## config.mk

```make
export PLATFORM = sky130hd
export DESIGN_NAME = uart_receiver_flat
export DESIGN_NICKNAME = d
export VERILOG_FILES = /design/src/rtl/uart_receiver_if.sv /design/src/rtl/uart_receiver.sv /design/src/flat_wrapper.sv
export SDC_FILE = /design/constraint.sdc
export NUM_CORES = 1
export LEC_CHECK = 0
export BUFFER_PORTS_ARGS = -buffer_cell sky130_fd_sc_hd__buf_4
export CAP_MARGIN = 0
export CORE_ASPECT_RATIO = 2
export CORE_MARGIN = 2
export CORE_UTILIZATION = 38
export CTS_CLUSTER_SIZE = 14
export DETAILED_ROUTE_END_ITERATION = 8
export HOLD_SLACK_MARGIN = 0.05
export PLACE_DENSITY = 0.62
export SLEW_MARGIN = 0
export SYNTH_ARGS = -nofsm -noshare
export SYNTH_HDL_FRONTEND = slang
export SYNTH_SLANG_ARGS = --single-unit
```

## constraint.sdc

```tcl
create_clock -name clk_100MHz -period 2.8 [get_ports clk_100MHz]
set_input_delay 0.14 -clock clk_100MHz [delete_from_list [all_inputs] [get_ports clk_100MHz]]
set_output_delay 0.14 -clock clk_100MHz [all_outputs]
set_load 0.02 [all_outputs]
```

## src/rtl/uart_receiver_if.sv

```systemverilog
// Receive-side bundle between the serial line / baud generator and the uart_receiver.
// The slave modport is the receiver itself; master is the line driver and Rx FIFO side.
interface uart_receiver_if #(
    parameter int DBITS = 8
);
    logic             rx;
    logic             sample_tick;
    logic [DBITS-1:0] data_out;
    logic             rx_done;
    logic             frame_err;
    logic             parity_err;

    modport master (
        output rx,
        output sample_tick,
        input  data_out,
        input  rx_done,
        input  frame_err,
        input  parity_err
    );

    modport slave (
        input  rx,
        input  sample_tick,
        output data_out,
        output rx_done,
        output frame_err,
        output parity_err
    );
endinterface

```

## src/rtl/uart_receiver.sv

```systemverilog
// Oversampling UART receiver: start-bit validation, mid-bit data sampling (LSB first),
// optional parity and stop-bit checks, one-cycle rx_done strobe into the Rx FIFO.
module uart_receiver #(
    parameter int DBITS      = 8,
    parameter int SB_TICK    = 16,
    parameter int PARITY_EN  = 0,
    parameter int PARITY_ODD = 0
) (
    input  logic           clk_100MHz,
    input  logic           reset,
    uart_receiver_if.slave rx_if
);

    localparam int TW = (SB_TICK > 1) ? $clog2(SB_TICK) : 1;
    localparam int NW = (DBITS > 1) ? $clog2(DBITS) : 1;

    localparam logic [TW-1:0] TICK_MID  = TW'(SB_TICK / 2 - 1);
    localparam logic [TW-1:0] TICK_LAST = TW'(SB_TICK - 1);
    localparam logic [NW-1:0] NB_LAST   = NW'(DBITS - 1);
    localparam logic          ODD_BIT   = (PARITY_ODD != 0);
    localparam logic          PAR_ON    = (PARITY_EN != 0);

    typedef enum logic [2:0] {
        ST_IDLE   = 3'd0,
        ST_START  = 3'd1,
        ST_DATA   = 3'd2,
        ST_PARITY = 3'd3,
        ST_STOP   = 3'd4
    } state_t;

    state_t           state_q, state_d;
    logic [TW-1:0]    tick_q, tick_d;
    logic [NW-1:0]    nbits_q, nbits_d;
    logic [DBITS-1:0] shreg_q, shreg_d;
    logic             perr_q, perr_d;
    logic [DBITS-1:0] data_out_q, data_out_d;
    logic             rx_done_q, rx_done_d;
    logic             frame_err_q, frame_err_d;
    logic             parity_err_q, parity_err_d;

    logic rx_meta_q;
    logic rx_s_q;
    logic sample_tick;

    assign sample_tick = rx_if.sample_tick;

    // rx is asynchronous to the clock; idle-high reset value avoids a false start after reset.
    always_ff @(posedge clk_100MHz or posedge reset) begin
        if (reset) begin
            rx_meta_q <= 1'b1;
            rx_s_q    <= 1'b1;
        end else begin
            rx_meta_q <= rx_if.rx;
            rx_s_q    <= rx_meta_q;
        end
    end

    always_ff @(posedge clk_100MHz or posedge reset) begin
        if (reset) begin
            state_q      <= ST_IDLE;
            tick_q       <= '0;
            nbits_q      <= '0;
            shreg_q      <= '0;
            perr_q       <= 1'b0;
            data_out_q   <= '0;
            rx_done_q    <= 1'b0;
            frame_err_q  <= 1'b0;
            parity_err_q <= 1'b0;
        end else begin
            state_q      <= state_d;
            tick_q       <= tick_d;
            nbits_q      <= nbits_d;
            shreg_q      <= shreg_d;
            perr_q       <= perr_d;
            data_out_q   <= data_out_d;
            rx_done_q    <= rx_done_d;
            frame_err_q  <= frame_err_d;
            parity_err_q <= parity_err_d;
        end
    end

    always_comb begin
        state_d      = state_q;
        tick_d       = tick_q;
        nbits_d      = nbits_q;
        shreg_d      = shreg_q;
        perr_d       = perr_q;
        data_out_d   = data_out_q;
        rx_done_d    = 1'b0;
        frame_err_d  = frame_err_q;
        parity_err_d = parity_err_q;

        case (state_q)
            // Leaving idle needs no tick, so the falling-edge tick itself is never counted.
            ST_IDLE: begin
                if (!rx_s_q) begin
                    state_d = ST_START;
                    tick_d  = '0;
                end
            end

            ST_START: begin
                if (sample_tick) begin
                    if (tick_q == TICK_MID) begin
                        if (!rx_s_q) begin
                            state_d = ST_DATA;
                            tick_d  = '0;
                            nbits_d = '0;
                        end else begin
                            state_d = ST_IDLE;
                        end
                    end else begin
                        tick_d = tick_q + 1'b1;
                    end
                end
            end

            ST_DATA: begin
                if (sample_tick) begin
                    if (tick_q == TICK_LAST) begin
                        shreg_d = {rx_s_q, shreg_q[DBITS-1:1]};
                        tick_d  = '0;
                        if (nbits_q == NB_LAST) begin
                            state_d = PAR_ON ? ST_PARITY : ST_STOP;
                        end else begin
                            nbits_d = nbits_q + 1'b1;
                        end
                    end else begin
                        tick_d = tick_q + 1'b1;
                    end
                end
            end

            ST_PARITY: begin
                if (sample_tick) begin
                    if (tick_q == TICK_LAST) begin
                        perr_d  = rx_s_q ^ (^shreg_q) ^ ODD_BIT;
                        tick_d  = '0;
                        state_d = ST_STOP;
                    end else begin
                        tick_d = tick_q + 1'b1;
                    end
                end
            end

            // Stop is judged at mid-bit, so idle is re-entered half a bit early.
            ST_STOP: begin
                if (sample_tick) begin
                    if (tick_q == TICK_LAST) begin
                        state_d      = ST_IDLE;
                        data_out_d   = shreg_q;
                        frame_err_d  = ~rx_s_q;
                        parity_err_d = PAR_ON ? perr_q : 1'b0;
                        rx_done_d    = 1'b1;
                    end else begin
                        tick_d = tick_q + 1'b1;
                    end
                end
            end

            default: begin
                state_d = ST_IDLE;
            end
        endcase
    end

    assign rx_if.data_out   = data_out_q;
    assign rx_if.rx_done    = rx_done_q;
    assign rx_if.frame_err  = frame_err_q;
    assign rx_if.parity_err = parity_err_q;

endmodule

```

## src/flat_wrapper.sv

```systemverilog
// flat-port wrapper written by rule: the top's interface ports become plain ports
module uart_receiver_flat 
#(
    parameter int DBITS      = 8,
    parameter int SB_TICK    = 16,
    parameter int PARITY_EN  = 0,
    parameter int PARITY_ODD = 0
)
  (clk_100MHz, reset, rx_if_rx, rx_if_sample_tick, rx_if_data_out, rx_if_rx_done, rx_if_frame_err, rx_if_parity_err);
  uart_receiver_if #(.DBITS(DBITS)) rx_if_i ();
  input  logic clk_100MHz;
  input  logic reset;
  input wire logic [$bits(rx_if_i.rx)-1:0] rx_if_rx;
  input wire logic [$bits(rx_if_i.sample_tick)-1:0] rx_if_sample_tick;
  output wire logic [$bits(rx_if_i.data_out)-1:0] rx_if_data_out;
  output wire logic [$bits(rx_if_i.rx_done)-1:0] rx_if_rx_done;
  output wire logic [$bits(rx_if_i.frame_err)-1:0] rx_if_frame_err;
  output wire logic [$bits(rx_if_i.parity_err)-1:0] rx_if_parity_err;
  assign rx_if_i.rx = rx_if_rx;
  assign rx_if_i.sample_tick = rx_if_sample_tick;
  assign rx_if_data_out = rx_if_i.data_out;
  assign rx_if_rx_done = rx_if_i.rx_done;
  assign rx_if_frame_err = rx_if_i.frame_err;
  assign rx_if_parity_err = rx_if_i.parity_err;
  uart_receiver #(.DBITS(DBITS), .SB_TICK(SB_TICK), .PARITY_EN(PARITY_EN), .PARITY_ODD(PARITY_ODD)) u_core (.clk_100MHz(clk_100MHz), .reset(reset), .rx_if(rx_if_i));
endmodule
```

==> results.toml <==
[layout]
final.fill_count = 347
nets = 140
antennaDiodeCount = 0
area_growth_pct = 16.6
drive_gt1_frac = 0.276

[grt]
gr-total-overflow = 0
antenna_found_initial = 0
grt_use_total = 0.144
grt_pass1_wl_mm = 4.38
grt_pass1_vias = 950
grt_max_degree = 31

[critical_path]
reg2reg_depth = 3
crit_family = "simple AND/OR/NAND/NOR gates"
critPathArrivalTime_ns = 1.99
rr_endpoint = "u_core.rx_if.data_out[5]"
crit_type = "reg2reg"
cp_cell_sequence = "or3b_4 > nor2_4 > mux2_1"
cp-end-kind = "register"
startpoint_type = "register"
required_ns = 2.96
reg2reg_slack_ns = 0.98
slowest_delay_ns = 0.54
crit_slowest_cell = "dfrtp_1"
path_max_fanout = 12
crit-reg2reg-launch = "u_core.state_q[0]"
crit_buf_inv = 0

[die]
initial_core_util = 0.399
rows = 31
ios = 15
core_area_mm2 = 0.00365
die_w_um = 47.8
die_y_um = 91.6
dieArea_mm2 = 0.00437

[drt]
highest_layer = "met4"
wl_met2_mm = 1.45
vias_per_cell = 5.24
route.met3.wl_um = 113
vias = 959
wl_met1_mm = 1.01
antenna_left = 0
drc = 0
wire_per_inst_um = 14.7
wl_mm = 2.68
drtIter0Drc = 19
dr.pass1.iters = 4

[logic_synthesis]
ys_seq_area_frac = 0.517
synth_edf_count = 0
synthFlopType = "dfrtp_1"
synth_seq_cells = 30
yosysWarningCount = 0
synthMuxAreaShare = 0.180
synth_top_family_by_area = "multiplexers"
yosysUniqueCellTypes = 41
syn_nets = 124
synth_xor_area_frac = 0.00601
synth_compound_area_frac = 0.0868
postSynthCellCount = 117
syn_area_mm2 = 0.00146
synthSimpleGateAreaFrac = 0.141
synth_area_per_cell_um2 = 12.4
synthArstFlopShare = 1.00
synthAdderAreaFrac = 0.0258

[sta]
period_minus_slack_ns = 1.82
drv_slew = 0
clock_skew_ns = 0.00788
period_share = 0.651
hold_viol = 0
rsz0062_at_grt = "false"
fmax_mhz = 548
setup_violations = 0
tns_ns = 0
max-slew-margin-rel = 0.262
worst_pin_slew_ns = 1.11

[worst_hold_path]
worstHoldPathType = "in2async"

[place]
place.gp.congestion = 0.845
io_buffers = 13
hpwl_mm = 1.98

[clocking]
insertion_delay_ns = 0.28
postCtsSetupRepairBufs = 0
ctsResizeCount = 0
clock_sinks = 30
cts.clk_slew.worst_paths_ns = 0.07
cts_root_buffer = "clkbuf_8"
cts_tree = "yes"
cts_buffers = 5
cts_buffer_depth = 2
htree_levels = 2

[pwr]
power_mw = 1.17
switching_power_uw = 343
swShare = 0.294
clkPwrFrac = 0.346
power_frac_comb = 0.179
p_leak_nw = 0.824
powerDensity_mw_per_mm2 = 687
internal_power_uw = 823
ir_drop_uv = 400
sequentialPowerShare = 0.475

[job]
cap_violations = 0

[run_status]
outcome = "complete, no violations"
## worst max path at each step
| stage | start | to | slack, ns | cells past startpoint |
|---|---|---|---|---|
| after floorplan | u_core.nbits_q[0] | u_core.nbits_q[0] | 1.14 | 5 |
| after global placement | u_core.state_q[0] | u_core.rx_if.data_out[5] | 0.99 | 3 |
| after detailed placement | u_core.state_q[0] | u_core.rx_if.data_out[5] | 0.97 | 3 |
| after CTS | u_core.state_q[0] | u_core.rx_if.data_out[5] | 0.97 | 3 |
| after global routing | u_core.tick_q[0] | u_core.nbits_q[0] | 0.88 | 5 |
| final | u_core.state_q[0] | u_core.rx_if.data_out[5] | 0.98 | 3 |
## cells in the final DEF (no fill, tap or decap), drive strengths merged, types with 2 or more instances in the layout
cell type | netlist | final
a21boi | 2 | 2
a21oi | 6 | 6
buf | 5 | 13
clkbuf | 0 | 8
dfrtp | 28 | 28
dfstp | 2 | 2
ha | 3 | 3
inv | 6 | 6
mux2 | 17 | 17
mux2i | 4 | 4
nand2 | 6 | 6
nand2b | 2 | 2
nand3 | 3 | 3
nor2 | 6 | 6
nor2b | 2 | 2
nor3 | 3 | 3
o21ai | 3 | 3
o22ai | 2 | 2
## registers in the layout, indices dropped and copies added (netlist names)
signal,cells
u_core.rx_if.data_out,8
u_core.shreg_q,8
u_core.tick_q,4
u_core.nbits_q,3
u_core.state_q,3
u_core.rx_if.frame_err,1
u_core.rx_if.rx_done,1
u_core.rx_meta_q,1
u_core.rx_s_q,1
## power groups by stage
stage          Clock [mW]  Combinational, mW  Sequential (mW)
2_1_floorplan           0              0.180            0.533
3_3_place_gp            0              0.198            0.555
3_5_place_dp            0              0.209            0.561
4_1_cts             0.414              0.212            0.552
5_1_grt             0.435              0.237            0.559
6_report            0.404              0.208            0.554
## through the flow
step	setup slack, ns	std cells	utilization	cell area, um^2	hold slack [ns]
5_1_grt	0.878	183	0.466	1700	0.158
3_3_place_gp	0.986	174	0.433	1580	0.249
2_1_floorplan	1.14	117	-	1460	0.144
4_1_cts	0.972	183	0.466	1700	0.144
3_5_place_dp	0.967	174	0.433	1580	0.250
6_report	0.976	183	0.466	1700	0.141
## synthesized netlist by cell type, types with 3 or more instances
master   instances  share of area
inv_1            6          0.015
mux2_4           8          0.082
mux2_1           9          0.070
a21oi_1          6          0.021
nor2_1           5          0.013
nand3_1          3          0.010
ha_1             3          0.026
buf_2            3          0.010
nand2_1          6          0.015
dfrtp_1         28           0.48
mux2i_1          4          0.027
## metal layers
layer / up-vias / track usage
met3: 9 / 0.0477
met2: 29 / 0.223
met4: 0 / 0.0923
met1: 478 / 0.155
met5: - / 0
li1: 443 / -
## repair_timing
item / 4_1_cts / 5_1_grt
hold buffers: 1 / 0
endpoints found under the hold margin: 1 / 0
endpoints found under the setup margin: 0 / 0
## cell type report
cell class	count	area [um^2]	share of cell area
Multi-Input combinational cell	76	643	0.379
Clock buffer	8	110	0.0648
Inverter	6	22.5	0.0133
Tap cell	49	61.3	0.0361
Sequential cell	30	753	0.444
Timing Repair Buffer	14	108	0.0634
## kinds of logic (layout without fill, tap and decap cells)
group | after synthesis | after routing
simple gates | 31 | 31
flops | 30 | 30
mux | 21 | 21
compound gates | 19 | 19
buf+inv | 11 | 28
fa+ha+maj | 3 | 3
other cells | 1 | 1
xor+xnor | 1 | 1
(Power assumes the default switching activity.)
